File: config.mk
export PLATFORM = sky130hd
export DESIGN_NAME = wptr_full_ctrl
export DESIGN_NICKNAME = d
export VERILOG_FILES = /design/src/rtl/wptr_full_ctrl.sv
export SDC_FILE = /design/constraint.sdc
export NUM_CORES = 1
export LEC_CHECK = 0
export CORE_MARGIN = 3
export CORE_UTILIZATION = 51
export CTS_CLUSTER_SIZE = 30
export DETAILED_ROUTE_END_ITERATION = 7
export GPL_TIMING_DRIVEN = 0
export HOLD_SLACK_MARGIN = 0.02
export PLACE_DENSITY = 0.93
export SYNTH_ARGS = -nofsm -noshare
export SYNTH_HDL_FRONTEND = slang
export SYNTH_SLANG_ARGS = --single-unit
File: constraint.sdc
create_clock -name wclk -period 6.05 [get_ports wclk]
set_input_delay 1.21 -clock wclk [delete_from_list [all_inputs] [get_ports wclk]]
set_output_delay 1.21 -clock wclk [all_outputs]
set_load 0.02 [all_outputs]
File: src/rtl/wptr_full_ctrl.sv
// wptr_full_ctrl -- write-side pointer and full-flag logic of an async FIFO.
//
// Keeps the binary/Gray write pointer, brings the Gray read pointer across
// with a two-flop synchronizer and derives registered full, almost-full,
// fill-level and a sticky overflow flag, all in the wclk domain.
//
// Ports
//   wclk         in   write-domain clock, rising edge
//   wrst_n       in   synchronous active-low reset
//   winc         in   producer write request for this cycle
//   wclr_ovf     in   clear for the sticky overflow flag
//   rptr_async   in   Gray read pointer from the read domain (unsynchronized)
//   wen          out  memory write enable (winc & ~wfull), combinational
//   waddr        out  memory write address (low bits of the binary pointer)
//   wptr         out  registered Gray write pointer for the read domain
//   wfull        out  registered full flag
//   walmost_full out  registered almost-full flag
//   wlevel       out  registered fill estimate, 0..2^ADDRSIZE
//   woverflow    out  sticky: a write was attempted while full
module wptr_full_ctrl #(
  parameter int ADDRSIZE    = 4,
  parameter int AFULL_LEVEL = (1 << ADDRSIZE) - 2
) (
  input  logic                wclk,
  input  logic                wrst_n,
  input  logic                winc,
  input  logic                wclr_ovf,
  input  logic [ADDRSIZE:0]   rptr_async,
  output logic                wen,
  output logic [ADDRSIZE-1:0] waddr,
  output logic [ADDRSIZE:0]   wptr,
  output logic                wfull,
  output logic                walmost_full,
  output logic [ADDRSIZE:0]   wlevel,
  output logic                woverflow
);

  localparam logic [ADDRSIZE:0] AFULL_THR = (ADDRSIZE+1)'(AFULL_LEVEL);

  logic [ADDRSIZE:0] wbin;
  logic [ADDRSIZE:0] wbinnext;
  logic [ADDRSIZE:0] wgraynext;
  logic [ADDRSIZE:0] wq1_rptr;
  logic [ADDRSIZE:0] wq2_rptr;
  logic [ADDRSIZE:0] rbin_sync;
  logic [ADDRSIZE:0] level_next;
  logic [ADDRSIZE:0] full_pattern;

  // A request while full is dropped here; the memory never sees it.
  assign wen       = winc & ~wfull;
  assign waddr     = wbin[ADDRSIZE-1:0];
  assign wbinnext  = wbin + {{ADDRSIZE{1'b0}}, wen};
  assign wgraynext = (wbinnext >> 1) ^ wbinnext;

  // Gray to binary: each binary bit is the XOR of all Gray bits at or above it.
  always_comb begin
    rbin_sync = '0;
    for (int i = 0; i <= ADDRSIZE; i++)
      rbin_sync[i] = ^(wq2_rptr >> i);
  end

  // Full when the write pointer is exactly one lap (2^ADDRSIZE) ahead of the
  // synchronized read pointer; in Gray that flips the top two bits.
  assign full_pattern = {~wq2_rptr[ADDRSIZE:ADDRSIZE-1], wq2_rptr[ADDRSIZE-2:0]};

  // The synchronized read pointer lags the real one, so this level can only
  // overestimate occupancy -- full releases late, never early.
  assign level_next = wbinnext - rbin_sync;

  // Pointer and two-flop synchronizer; nothing sits between wq1 and wq2.
  always_ff @(posedge wclk) begin
    if (!wrst_n) begin
      wbin     <= '0;
      wptr     <= '0;
      wq1_rptr <= '0;
      wq2_rptr <= '0;
    end else begin
      wbin     <= wbinnext;
      wptr     <= wgraynext;
      wq1_rptr <= rptr_async;
      wq2_rptr <= wq1_rptr;
    end
  end

  // Status flags. Level at full is 2^ADDRSIZE, which is above AFULL_THR,
  // so almost-full is always set together with full.
  always_ff @(posedge wclk) begin
    if (!wrst_n) begin
      wfull        <= 1'b0;
      walmost_full <= 1'b0;
      wlevel       <= '0;
    end else begin
      wfull        <= (wgraynext == full_pattern);
      walmost_full <= (level_next >= AFULL_THR);
      wlevel       <= level_next;
    end
  end

  // Sticky overflow; a new overflow in the same cycle beats the clear.
  always_ff @(posedge wclk) begin
    if (!wrst_n)
      woverflow <= 1'b0;
    else if (winc && wfull)
      woverflow <= 1'b1;
    else if (wclr_ovf)
      woverflow <= 1'b0;
  end

endmodule

==> metrics.cfg, run 1 <==
[outcome]
outcome=finished, final reports clean

[timing]
max_clock_freq_ghz=0.265
drv_slew=0
rsz0062_at_grt=false
setup_violations=0
fin_hold_ws_ps=448
fin_crit_sh_pct=62.4
maxSlewHeadroom_pct=50.5
final_hold_viol_count=0
timing.final.ws_setup_ps=2270
worstMarginPinSlew_ps=740
fin_skew_ps=1.38
finalSetupTns_ps=0
fin_crit_ps=3780

[detailed_routing]
drt_iter0_drc=9
vias_per_cell=4.95
drc=0
wire_per_inst_um=11.9
vias=836
final_antenna_net_count=0
first_pass_iters=4
wirelength_mm=2.01

[yosys]
syn_area_mm2=0.00111
synthTopCellsByCount=dfxtp_1 (27), and2_1 (13), nor2_1 (10), xnor2_1 (8), xor2_1 (7)
synth_cells=112
synth_cell_types=24
synth_nets=127
synth_area_per_cell_um2=9.95
synth.most_common_cell=dfxtp_1
yosys.area.top_type=dfxtp_1
yosysSeqAreaShare_pct=48.5
async_flop_share_pct=0
ys_ff_latch=27
synth-edff-count=0
ys.flop_type=dfxtp_1
yosys_warnings=0
ys_top_cells_by_area=dfxtp_1 (48%), and2_1 (7.3%), xnor2_1 (6.3%)
synth_top_area_share_pct=48.5

[clocking]
cts_tree=yes
cts_resized=0
cts_setup_buffers=0
clockBufferDepth=2
h-tree-depth=1
cts-buffers-inserted=3
clkSinkCount=27
holdBufCountCts=0
path_clk_slew_ps=130
clockRootBuffer=clkbuf_4
clkLatencyLatePin_ps=310

[critical_path]
path_cells=clkdlybuf4s50_1 -> nor2b_1 -> ha_1 -> ha_1 -> inv_1 -> fa_1 -> nor2b_1 -> o21ai_0 -> o311a_1 -> or3_1 -> o211ai_1
worst_path_largest_cell_delay_ps=470
crit_slowest_cell=fa_1
critPathArrivalTime_ps=4030
path_max_fanout=7
critPathLaunch=winc
critPathCapture=walmost_full$_SDFF_PN0_
r2r_slack_ps=2910
critPathKind=input port to flop
r2r_cells=11
timing.rr.start=wq2_rptr[4]$_SDFF_PN0_
cp_num_cells=11
r2r-end=walmost_full$_SDFF_PN0_
crit_path_start_kind=input port
critPathBufInv=2
cp_top_family=adder cells
required_ps=6300
cp-end-kind=flop

[flow_run]
drv_cap=0

[power]
comb_power_share_pct=28.0
power.density_mw_per_mm2=263
pwr-share-clk_pct=19.5
seqPwrFrac_pct=52.5
p_sw_w=0.000107
irDropWorstVdd_uv=192
swShare_pct=28.3
p_leak_nw=0.582
internal_power_w=0.000271

[final_layout]
syn_to_final_growth_pct=28.7
nets=158
drive_gt1_share_pct=3.52
stdcell_area_mm2=0.00144
diodes=0

[grt]
grt_pass1_vias=843
antenna_found_initial=0
grt_use_total_pct=17.2
grt_max_degree=15
grt_pass1_wl_mm=3.50
grt.overflow.total=0

[place]
routabilityCongestion=0.778
portBuffers=26
placed_area_mm2=0.00141
pre_cts_ws_ps=1960
dp_hpwl_mm=1.65

[floorplanning]
start_util_pct=55.1
die-area_mm2=0.00278
core.rowCount=16
chipHeight_um=52.8
coreArea_mm2=0.00202
die_w_um=52.8
io_pins=27

[hold_path]
hp-class=flop to flop

==> logic make-up (layout without fill, tap and decap cells) <==
kind of cell / count (synthesis) / after routing / synth area share, %
compound gates: 13 / 13 / 8.64
flops: 27 / 27 / 48.5
buf+inv: 8 / 38 / 2.69
fa+ha+maj: 6 / 6 / 7.41
simple gates: 42 / 42 / 19.5
xor+xnor: 16 / 16 / 13.2
==> area by class of cell <==
type	count	area (um2)
flip-flops and latches	27	541
clock buffers	4	26.3
inverters	6	22.5
well taps	27	33.8
multi-input cells	77	544
fillers	163	587
repair buffers	26	260
plain buffers	2	7.51
==> flip-flops by register name, indices dropped and copies added, names as in the netlist <==
signal / count
walmost_full: 1
wbin: 4
wq1_rptr: 5
woverflow: 1
wfull: 1
wlevel: 5
wptr: 5
wq2_rptr: 5
==> how the worst min path moves through the flow <==
stage,startpoint,cells past startpoint,slack [ps],end
after CTS,wq1_rptr[4]$_SDFF_PN0_,1,450,wq2_rptr[4]$_SDFF_PN0_
after global routing,wq1_rptr[4]$_SDFF_PN0_,1,470,wq2_rptr[4]$_SDFF_PN0_
after detailed placement,wq1_rptr[4]$_SDFF_PN0_,1,420,wq2_rptr[4]$_SDFF_PN0_
after global placement,wq1_rptr[3]$_SDFF_PN0_,1,410,wq2_rptr[3]$_SDFF_PN0_
after floorplan,wq1_rptr[4]$_SDFF_PN0_,1,410,wq2_rptr[4]$_SDFF_PN0_
final,wq1_rptr[4]$_SDFF_PN0_,1,450,wq2_rptr[4]$_SDFF_PN0_
==> worst register-to-register path: cells and delay by family, from the launching register on <==
kind | cells | cell delay (ps)
xor+xnor | 4 | 980
simple gates | 2 | 680
fa+ha+maj | 2 | 640
compound gates | 3 | 400
flops | 1 | 390
==> power by group through the flow <==
stage	Combinational, W	Clock, W	Sequential (W)
global placement	0.000103	0	0.000202
detailed placement	0.000106	0	0.000203
finish	0.000106	0.0000738	0.000199
global route	0.000117	0.0000861	0.000200
floorplan	0.0000488	0	0.000219
CTS	0.000107	0.0000782	0.000199
==> metal layers <==
| layer | part of all wire, % | GRT usage, % | routed length [um] | vias to the layer above |
|---|---|---|---|---|
| met1 | 38 | 17.2 | 753 | 381 |
| met3 | 6.0 | 3.42 | 120 | 2 |
| met2 | 55 | 34.5 | 1110 | 25 |
| met4 | 1.1 | 5.11 | 23 | 0 |
| met5 | 0 | 0 | 0 | - |
| li1 | - | - | - | 428 |
==> per-stage QoR <==
stage	power (W)	instances	utilization (%)
2_1_floorplan	0.000268	112	-
3_3_place_gp	0.000305	165	69.7
3_5_place_dp	0.000309	165	69.7
4_1_cts	0.000384	169	71.0
5_1_grt	0.000403	169	71.0
6_report	0.000378	169	71.0
==> cells in the final DEF, fill, tap and decap left out, types with 3 or more instances in the layout <==
cell / synthesis / layout
o21ai_0: 3 / 3
ha_1: 5 / 5
a21oi_1: 3 / 3
or3_1: 3 / 3
clkdlybuf4s50_1: 0 / 26
nand2_1: 5 / 5
and2_1: 13 / 13
clkbuf_4: 0 / 3
xnor2_1: 8 / 8
dfxtp_1: 27 / 27
xor2_1: 7 / 7
nor2_1: 10 / 10
nand3_1: 4 / 4
inv_1: 6 / 6
clkbuf_1: 2 / 3
Note: power is estimated with default switching activity, not from simulation.
==> inputs of run 2 (changes only) <==
Settings changed: CORE_UTILIZATION 51 to 47, PLACE_DENSITY 0.93 to 0.87.
Clock period 6.05 ns to 3.8 ns, I/O delays scaled along.
==> run 2 against run 1 <==
Effect of this change:
- total power grew 60%
- final cell count grew 0.59%
- via count grew 3.1%
- critical path depth is the same
- register-to-register slack lost 2200 ps
- die area grew 7.5%
- non-clock buffer count is the same
- combinational power grew 58%
- clock-buffer cell count is the same
- critical path type unchanged
- flip-flop and latch count is the same
- global-route usage shrank 1.6 points
- setup slack lost 1800 ps
==> metrics.cfg, run 2 (synthesized netlist as in run 1, its figures left out) <==
[detailed_routing]
vias_per_cell=5.07
wire_per_inst_um=11.9
drc=0
wirelength_mm=2.02
drt_iter0_drc=14
final_antenna_net_count=0
vias=862
first_pass_iters=4

[power]
p_leak_nw=0.582
swShare_pct=28.6
pwr-share-clk_pct=19.8
comb_power_share_pct=27.8
irDropWorstVdd_uv=254
internal_power_w=0.000432
power.density_mw_per_mm2=421
p_total_w=0.000605
p_sw_w=0.000173
seqPwrFrac_pct=52.3

[clocking]
cts_tree=yes
clockRootBuffer=clkbuf_4
path_clk_slew_ps=130
clkSinkCount=27
holdBufCountCts=0
cts_setup_buffers=0
clockBufferDepth=2
cts-buffers-inserted=3
cts_resized=0
h-tree-depth=1
clkLatencyLatePin_ps=320

[critical_path]
required_ps=4060
critPathKind=input port to flop
worst_path_largest_cell_delay_ps=480
critPathArrivalTime_ps=3540
path_cells=clkdlybuf4s50_1 -> nor2b_1 -> ha_1 -> ha_1 -> inv_1 -> fa_1 -> nor2b_1 -> o21ai_0 -> o311a_1 -> or3_1 -> o211ai_1
cp_top_family=adder cells
critPathBufInv=2
crit_slowest_cell=fa_1
path_max_fanout=7
cp-end-kind=flop
crit_path_start_kind=input port

[hold_path]
hp-class=flop to flop

[grt]
grt_pass1_vias=851
grt_max_degree=15
antenna_found_initial=0
grt_pass1_wl_mm=3.28
grt.overflow.total=0
grt_use_total_pct=15.6

[flow_run]
drv_cap=0

[timing]
final_hold_viol_count=0
setup_violations=0
rsz0062_at_grt=false
drv_slew=0
finalSetupTns_ps=0
maxSlewHeadroom_pct=53.8
fin_crit_ps=3290
fin_crit_sh_pct=86.5
max_clock_freq_ghz=0.304
worstMarginPinSlew_ps=691
fin_skew_ps=2.45

[final_layout]
syn_to_final_growth_pct=28.8
drive_gt1_share_pct=3.52
fill_cells=192
final_cell_mix=dfxtp_1 (27), clkdlybuf4s50_1 (26), and2_1 (13), nor2_1 (10), xnor2_1 (8)
regArea_um2=541
diodes=0
nets=158
multi_input_area_um2=544
layout_commonest_cell=dfxtp_1

[floorplanning]
coreArea_mm2=0.00223
core.rowCount=17
die_w_um=54.7
io_pins=27
chipHeight_um=54.7
start_util_pct=49.9
die-area_mm2=0.00299

[place]
dp_hpwl_mm=1.57
portBuffers=26
routabilityCongestion=0.774

[outcome]
outcome=finished, final reports clean

-- run 2: final cells by class --
class,instances,share of cell area (%)
multi-input cells,77,37.9
flip-flops and latches,27,37.6
repair buffers,26,18.1
well taps,28,2.44
clock buffers,4,1.83
inverters,6,1.57
plain buffers,2,0.523
-- run 2: power groups by stage --
stage	Combinational [W]	Clock, W	Sequential [W]
after global placement	0.000164	0	0.000322
after global routing	0.000184	0.000137	0.000319
after floorplan	0.0000777	0	0.000349
after detailed placement	0.000169	0	0.000323
final	0.000168	0.000120	0.000316
after CTS	0.000169	0.000129	0.000317
-- run 2: metal layers --
metal | up-vias | GRT usage [%] | share of wire (%)
met2 | 38 | 30.1 | 52
met4 | 0 | 11.2 | 3.3
met3 | 9 | 2.72 | 7.8
li1 | 424 | - | -
met1 | 391 | 14.2 | 37
met5 | - | 0 | 0
-- run 2: path summary, 6_finish.rpt --
check,startpoint,to,slack (ps),depth (start not counted)
hold reg to reg,wq1_rptr[2]$_SDFF_PN0_,wq2_rptr[2]$_SDFF_PN0_,450,1
setup / recovery,winc,walmost_full$_SDFF_PN0_,510,11
setup reg to reg,wq2_rptr[4]$_SDFF_PN0_,walmost_full$_SDFF_PN0_,730,11
hold / removal,wq1_rptr[2]$_SDFF_PN0_,wq2_rptr[2]$_SDFF_PN0_,450,1
-- run 2: worst register-to-register path, stage by stage, from the launching register on --
cell      delay (ps)
dfxtp_1          380
xnor2_1          290
xor2_1           280
xor2_1           290
xnor2_1          100
ha_1             220
fa_1             420
nor2b_1          250
o21ai_0          150
o311a_1          160
or3_1            370
o211ai_1          90
-- run 2: per-stage QoR --
stage	util, %	setup slack [ps]	cells	cell area (um2)	hold WS, ps
global placement	63.1	269	166	1410	415
detailed placement	63.1	207	166	1410	419
floorplan	-	649	112	1110	412
finish	64.3	513	170	1440	449
CTS	64.3	554	170	1440	454
global route	64.3	379	170	1440	470
==> inputs of run 3 (changes only) <==
Settings changed: SLEW_MARGIN from default to 20.
==> results of run 3 <==
Same layout as run 2: the final DEF is identical, and so are final timing and power.
